`src/rtl/dmem_arbiter.sv`:
```
// Data-memory port arbiter: core (C) vs loader/debug (L), round-robin on ties,
// with bounded loader lock bursts followed by a forced one-cycle core window.
module dmem_arbiter #(
    parameter int ADDR_WIDTH = 32,
    parameter int DATA_WIDTH = 32,
    parameter int CTRL_WIDTH = 3,
    parameter int MAX_BURST  = 8
) (
    input  logic                  clk_i,
    input  logic                  rst_i,
    input  logic                  c_req_i,
    input  logic                  c_we_i,
    input  logic [ADDR_WIDTH-1:0] c_addr_i,
    input  logic [DATA_WIDTH-1:0] c_wdata_i,
    input  logic [CTRL_WIDTH-1:0] c_ctrl_i,
    output logic                  c_gnt_o,
    output logic [DATA_WIDTH-1:0] c_rdata_o,
    output logic                  c_stall_o,
    input  logic                  l_req_i,
    input  logic                  l_lock_i,
    input  logic                  l_we_i,
    input  logic [ADDR_WIDTH-1:0] l_addr_i,
    input  logic [DATA_WIDTH-1:0] l_wdata_i,
    input  logic [CTRL_WIDTH-1:0] l_ctrl_i,
    output logic                  l_gnt_o,
    output logic [DATA_WIDTH-1:0] l_rdata_o,
    output logic [ADDR_WIDTH-1:0] mem_addr_o,
    output logic [DATA_WIDTH-1:0] mem_wdata_o,
    output logic [CTRL_WIDTH-1:0] mem_ctrl_o,
    output logic                  mem_we_o,
    input  logic [DATA_WIDTH-1:0] mem_rdata_i
);

    localparam int CNT = $clog2(MAX_BURST + 1);
    localparam logic [1:0] ST_IDLE    = 2'd0;
    localparam logic [1:0] ST_LOCKED  = 2'd1;
    localparam logic [1:0] ST_BACKOFF = 2'd2;
    localparam logic [CNT-1:0] CNT_MAX  = CNT'(MAX_BURST);
    localparam logic [CNT-1:0] CNT_ONE  = CNT'(1);
    localparam logic [CNT-1:0] CNT_ZERO = CNT'(0);

    logic [1:0]     fsm_q, fsm_d;
    logic           last_l_q, last_l_d;
    logic [CNT-1:0] cnt_q, cnt_d;
    logic           c_req_s, l_req_s, c_win_s, l_win_s;

    // Round-robin pick: L wins if alone, or on a tie when C had the last grant.
    function automatic logic rr_pick_l(input logic c_req, input logic l_req, input logic last_l);
        return l_req & (~c_req | ~last_l);
    endfunction

    // Requests are masked during reset so every grant-derived output reads zero.
    assign c_req_s = c_req_i & ~rst_i;
    assign l_req_s = l_req_i & ~rst_i;

    // Grant decision and next-state for the lock FSM, owner history and burst count.
    always_comb begin
        c_win_s = 1'b0;
        l_win_s = 1'b0;
        fsm_d   = fsm_q;
        cnt_d   = cnt_q;
        case (fsm_q)
            ST_IDLE: begin
                l_win_s = rr_pick_l(c_req_s, l_req_s, last_l_q);
                c_win_s = c_req_s & ~l_win_s;
                if (l_win_s & l_lock_i) begin
                    fsm_d = ST_LOCKED;
                    cnt_d = CNT_ONE;
                end else begin
                    fsm_d = ST_IDLE;
                    cnt_d = CNT_ZERO;
                end
            end
            ST_LOCKED: begin
                if (l_req_s & l_lock_i) begin
                    if (cnt_q < CNT_MAX) begin
                        l_win_s = 1'b1;
                        cnt_d   = cnt_q + CNT_ONE;
                    end else begin
                        c_win_s = c_req_s;
                        fsm_d   = ST_BACKOFF;
                        cnt_d   = CNT_ZERO;
                    end
                end else begin
                    // Lock released: plain arbitration, and no new lock from this cycle.
                    l_win_s = rr_pick_l(c_req_s, l_req_s, last_l_q);
                    c_win_s = c_req_s & ~l_win_s;
                    fsm_d   = ST_IDLE;
                    cnt_d   = CNT_ZERO;
                end
            end
            ST_BACKOFF: begin
                c_win_s = c_req_s;
                fsm_d   = ST_IDLE;
                cnt_d   = CNT_ZERO;
            end
            default: begin
                fsm_d = ST_IDLE;
                cnt_d = CNT_ZERO;
            end
        endcase
        if (l_win_s) begin
            last_l_d = 1'b1;
        end else if (c_win_s) begin
            last_l_d = 1'b0;
        end else begin
            last_l_d = last_l_q;
        end
    end

    // Memory-side mux: winner's request, all zero when nobody owns the port.
    always_comb begin
        if (l_win_s) begin
            mem_addr_o  = l_addr_i;
            mem_wdata_o = l_wdata_i;
            mem_ctrl_o  = l_ctrl_i;
            mem_we_o    = l_we_i;
        end else if (c_win_s) begin
            mem_addr_o  = c_addr_i;
            mem_wdata_o = c_wdata_i;
            mem_ctrl_o  = c_ctrl_i;
            mem_we_o    = c_we_i;
        end else begin
            mem_addr_o  = {ADDR_WIDTH{1'b0}};
            mem_wdata_o = {DATA_WIDTH{1'b0}};
            mem_ctrl_o  = {CTRL_WIDTH{1'b0}};
            mem_we_o    = 1'b0;
        end
    end

    assign c_gnt_o   = c_win_s;
    assign l_gnt_o   = l_win_s;
    assign c_stall_o = c_req_s & ~c_win_s;
    assign c_rdata_o = mem_rdata_i;
    assign l_rdata_o = mem_rdata_i;

    // Arbiter state; reset leaves L as last owner so the first tie goes to C.
    always_ff @(posedge clk_i or posedge rst_i) begin
        if (rst_i) begin
            fsm_q    <= ST_IDLE;
            last_l_q <= 1'b1;
            cnt_q    <= CNT_ZERO;
        end else begin
            fsm_q    <= fsm_d;
            last_l_q <= last_l_d;
            cnt_q    <= cnt_d;
        end
    end

endmodule

```
`config.mk`:
```
export PLATFORM = sky130hd
export DESIGN_NAME = dmem_arbiter
export DESIGN_NICKNAME = d
export VERILOG_FILES = /design/src/rtl/dmem_arbiter.sv
export SDC_FILE = /design/constraint.sdc
export NUM_CORES = 1
export LEC_CHECK = 0
export BUFFER_PORTS_ARGS = -buffer_cell sky130_fd_sc_hd__buf_2
export CAP_MARGIN = 10
export CORE_AREA = 2 2 120 122
export DETAILED_ROUTE_END_ITERATION = 10
export DIE_AREA = 0 0 122 124
export PLACE_DENSITY_LB_ADDON = 0.08
export SLEW_MARGIN = 20
export SYNTH_ARGS = -nofsm -noshare
export SYNTH_HDL_FRONTEND = slang
export SYNTH_SLANG_ARGS = --single-unit
```
`constraint.sdc`:
```
create_clock -name clk_i -period 2.3 [get_ports clk_i]
set_clock_uncertainty 0.05 [all_clocks]
set_input_delay 0.115 -clock clk_i [delete_from_list [all_inputs] [get_ports clk_i]]
set_output_delay 0.115 -clock clk_i [all_outputs]
set_load 0.02 [all_outputs]
```
# After elaboration in Yosys (flattened, before gate mapping)

Cells that the tools add are included.

Register bits: 7
Input bits: 173
Output and inout bits: 135

Add/subtract/negate cells: 1
$lt $le $gt $ge: 1
Equal/unequal tests: 3
Mux-type cells: 24
Bitwise operators: 13
Reduce and logical (&&, ||, !) cells: 2

Operators by type and width:

| operator                                             | count |
|---|---|
| two-way mux 32 bit                                   | 4 |
| two-way mux 1 bit                                    | 10 |
| two-way mux 4 bit                                    | 2 |
| case mux 4 bit (2 select lines)                      | 1 |
| bitwise AND 1 bit                                    | 7 |
| two-way mux 3 bit                                    | 2 |
| NOT 1 bit                                            | 5 |
| adder 4 x 1 -> 4 bit (second input constant)         | 1 |
| less-than comparator 4 bit (second input constant)   | 1 |
| two-way mux 2 bit                                    | 2 |
| case mux 2 bit (2 select lines)                      | 1 |
| != test 3 bit (second input constant)                | 1 |
| case mux 1 bit (3 select lines)                      | 1 |
| equality test 2 x 1 -> 1 bit (second input constant) | 1 |
| equality test 2 bit (second input constant)          | 1 |
| zero test 2 bit                                      | 1 |
| case mux 1 bit (2 select lines)                      | 1 |
| nonzero test 2 bit                                   | 1 |
| bitwise OR 1 bit                                     | 1 |

# Logic depth before layout (Yosys ltp)

Depth after elaboration: 11
Depth in mapped cells: 6

# Least setup slack after synthesis

No wires, ideal clock.

Kind: register to output
From: register fsm_q[1]
To: output port mem_addr_o[24]
Arrival time: 1870 ps
Required time: 2135 ps
Path slack: 265 ps
Cell stages (with the launch flop): 7
Path through: dfrtp_1 nand4bb_1 or3b_4 o21ai_2 buf_8 buf_8 mux2i_1

Elaborated cells between the ends (all ways): 7

RTL lines:

| element                                                         | line | source |
|---|---|---|
| start, declared                                                 | 42   | `logic [1:0] fsm_q, fsm_d;` |
| start signal, assigned                                          | 144  | `fsm_q <= fsm_d;` |
| equality test 2 x 1 -> 1 bit or zero test 2 bit (tied branches) | 62   | `case (fsm_q)` |
| case mux 1 bit (2 select lines) (*)                             | 62   |  |
| via l_gnt_o                                                     | 25   | `output logic l_gnt_o,` |
| two-way mux 32 bit (*)                                          | 113  | `if (l_win_s) begin` |
| end, declared                                                   | 27   | `output logic [ADDR_WIDTH-1:0] mem_addr_o,` |

Mark *: on every way through the listed nets, which the timed path passes. The rest lies on a longest branch.

# Worst setup path in the final report

From: register fsm_q[1]
To: output port mem_wdata_o[20]

Longest elaborated chain between the ends: 4
Elaborated cells between the ends (all ways): 7

Ends and longest elaborated chain:

| element                                           | line | source |
|---|---|---|
| equality test 2 bit, or another cell as far along | 62   |  |
| case mux 1 bit (3 select lines)                   | 62   |  |
| two-way mux 32 bit                                | 118  | `end else if (c_win_s) begin` |
| two-way mux 32 bit (*)                            | 113  |  |
| end, declared                                     | 28   | `output logic [DATA_WIDTH-1:0] mem_wdata_o,` |

Every way passes the cells marked *; elsewhere a longest branch is shown, timed or not.

==> results_dict.tcl <==
set metrics [dict create \
    status "finished, final reports clean" \
    drt_wl_total_um 7910 \
    die_area_mm2 0.0151 \
    syn-cell-area_mm2 0.00219 \
    peakVddDrop_uv 201 \
    post-layout-total-power_mw 1.13 \
    synth_cells 315 \
    drv_slew 0 \
    worst_setup_path_end_kind "output pin" \
    antennaDiodeCount 0 \
    number_of_global_route_vias_before_repair 2119 \
    layout_setup_ws_ns 0.0458 \
    grt_pass1_wl_um 9980 \
    area.growth.synth_to_final_pct 55.6 \
    fin_cells 648 \
    place_worst_setup_slack_ns 0.180 \
    ant_nets 0 \
    library_cell_with_the_largest_summed_area_after_synthesis "sky130_fd_sc_hd__mux2i_1" \
    cp.arrival_ns 2.09 \
    fin_tns_setup_ns 0 \
    post_drt_wl_per_cell_um 12.2 \
    io_buffer_count 211 \
    r2r.worst_path.cells 6 \
    cts_tree "yes" \
    nFillCells 1562 \
    initial_utilization 0.159 \
    drive_gt1_frac 0.515 \
    multiInputGateArea_mm2 0.00114 \
    buffer_levels_on_the_longest_clock_path 2 \
    leftover_overflow_at_the_end_of_global_routing 0 \
    grt_start_max_net_pins 69 \
    cts_buffers 3 \
    power_leakage_nw 1.98 \
    placedCellCount 633 \
    tritoncts_num_sinks 7 \
    syn-mean-instance-area_um2 6.94 \
    post-synth-top-count-cell "sky130_fd_sc_hd__nand2_1" \
    avgViaCountPerCell 3.64 \
    postSynth.topFlopCell "sky130_fd_sc_hd__dfrtp_1" \
    rsz0062_at_grt "yes" \
    crit_path_max_fanout 8 \
    post_synth_main_area_contributors "sky130_fd_sc_hd__mux2i_1, sky130_fd_sc_hd__buf_4, sky130_fd_sc_hd__nand2_1" \
    synth.lib_cells_used.distinct 23 \
    hold_viol 0 \
    hold_depth 3 \
    post-route-min-period_ns 2.25 \
    grtUsageTotal 0.0814 \
    pin_count 308 \
    antenna_found_initial 0 \
    maxCapViolations 0 \
    synth_top_cells_by_count "sky130_fd_sc_hd__nand2_1, sky130_fd_sc_hd__inv_1, sky130_fd_sc_hd__mux2i_1, sky130_fd_sc_hd__buf_4" \
    register_area_um2 176 \
    first_pass_iters 4 \
    min_delay_path_class "input pin to flip-flop" \
    place_hpwl_um 5750 \
    report.final.setup_viol 0 \
    root_buffer "sky130_fd_sc_hd__clkbuf_16" \
    crit_required_ns 2.13 \
    tightest_slew_ns 0.318 \
    synth.yosys.seq_area_share 0.0807 \
    fmax_mhz 444 \
    finalWeightedCongestion 0.651 \
    timing.setup.critical_path_class "flip-flop to output pin" \
    power_density_mw_per_mm2 332 \
    synth-edff-count 0 \
    dr_total_vias 2358 \
    die_h_um 124 \
    synth-warning-count 0 \
    design.core.area_mm2 0.0137 \
    core_rows 43 \
    cts_htree_levels 1 \
    worst_slew_margin_relative_to_its_limit 0.788 \
    fp.dieW_um 122 \
    layout.nets 643 \
    synth_fp_nets 489 \
    final_min_period_over_clock_period 0.980 \
    first_iter_violations 51 \
    synth_largest_type_area_fraction 0.311 \
    cts.clk_slew.worst_paths_ns 0.03 \
    synth-async-reset-ratio 1.00 \
    cp-start-kind "flip-flop" \
    worstSkewPairLatency_ns 0.23 \
    route.detailed.drc 0 \
    synth.ff_latch_count 7 \
]
## final timing paths
path | end | startpoint | slack (ns)
max in group asynchronous | last_l_q | rst_i | 1.60
worst max-delay path | mem_wdata_o[20] | fsm_q[1] | 0.05
worst min-delay path | fsm_q[1] | l_req_i | 0.16
worst max register to register | last_l_q | fsm_q[1] | 0.62
min in group asynchronous | cnt_q[0] | rst_i | 0.40
worst min register to register | fsm_q[1] | cnt_q[3] | 0.45
## area by class of cell
type                    count  share of cell area
clock buffers               4              0.0232
inverters                  70              0.0772
multi-input cells         159               0.336
flip-flops and latches      7              0.0518
well taps                 180              0.0662
repair buffers            228               0.446
## worst max-delay path, stage by stage, from the launching register on
cell	delay (ns)
sky130_fd_sc_hd__dfrtp_1	0.36
sky130_fd_sc_hd__nand4bb_1	0.20
sky130_fd_sc_hd__or3b_4	0.45
sky130_fd_sc_hd__o21ai_4	0.11
sky130_fd_sc_hd__clkbuf_16	0.21
sky130_fd_sc_hd__buf_16	0.14
sky130_fd_sc_hd__mux2i_1	0.22
sky130_fd_sc_hd__buf_4	0.17
## metrics by stage
stage | cell area [um^2] | hold WS (ns) | utilization
finish | 3400 | 0.156 | 0.248
global route | 3400 | 0.180 | 0.248
CTS | 3040 | 0.161 | 0.221
detailed placement | 2910 | 0.0726 | 0.212
global placement | 2910 | 0.0794 | 0.212
floorplan | 2190 | -0.124 | -
## layer usage
layer  vias up  GRT usage  share of wire
li1       1190          -              -
met1       991     0.0853           0.36
met2       150      0.152           0.50
met3        27     0.0252           0.13
met4         0     0.0302          0.018
met5         -          0              0
## placed cells by master, fill, tap and decap left out, types with 2 or more instances in the layout
cell and count:
sky130_fd_sc_hd__buf_12 4, sky130_fd_sc_hd__dfrtp_1 6, sky130_fd_sc_hd__mux2i_2 3, sky130_fd_sc_hd__mux2i_4 2, sky130_fd_sc_hd__mux2i_1 63, sky130_fd_sc_hd__nand3_1 2
sky130_fd_sc_hd__buf_2 158, sky130_fd_sc_hd__nor2_1 5, sky130_fd_sc_hd__a21o_1 3, sky130_fd_sc_hd__buf_16 2, sky130_fd_sc_hd__nand2_1 71, sky130_fd_sc_hd__clkbuf_16 9
sky130_fd_sc_hd__inv_1 70, sky130_fd_sc_hd__buf_4 56
## sequential cells by signal (all words and copies together) (netlist names)
signal,count
cnt_q,4
fsm_q,2
last_l_q,1
## where the power goes
part	switching (mW)	internal, mW	total (mW)
clock	0.0617	0.230	0.292
sequential	0.00397	0.131	0.135
combinational	0.349	0.355	0.704
## what timing repair did
action	4_1_cts	5_1_grt
resized for setup	2	64
hold buffers	1	0
pin swaps	0	3
cloned	1	6
hold endpoints to repair	6	0
setup endpoints to repair	2	44
setup buffers	0	3
## kinds of logic after synthesis
family,Yosys count,share of synthesized area
buf+inv,149,0.422
simple gates,82,0.153
mux,68,0.311
compound gates,7,0.0235
flops,7,0.0807
xor+xnor,1,0.00401
fa+ha+maj,1,0.00572
Note: power is estimated with default switching activity, not from simulation.
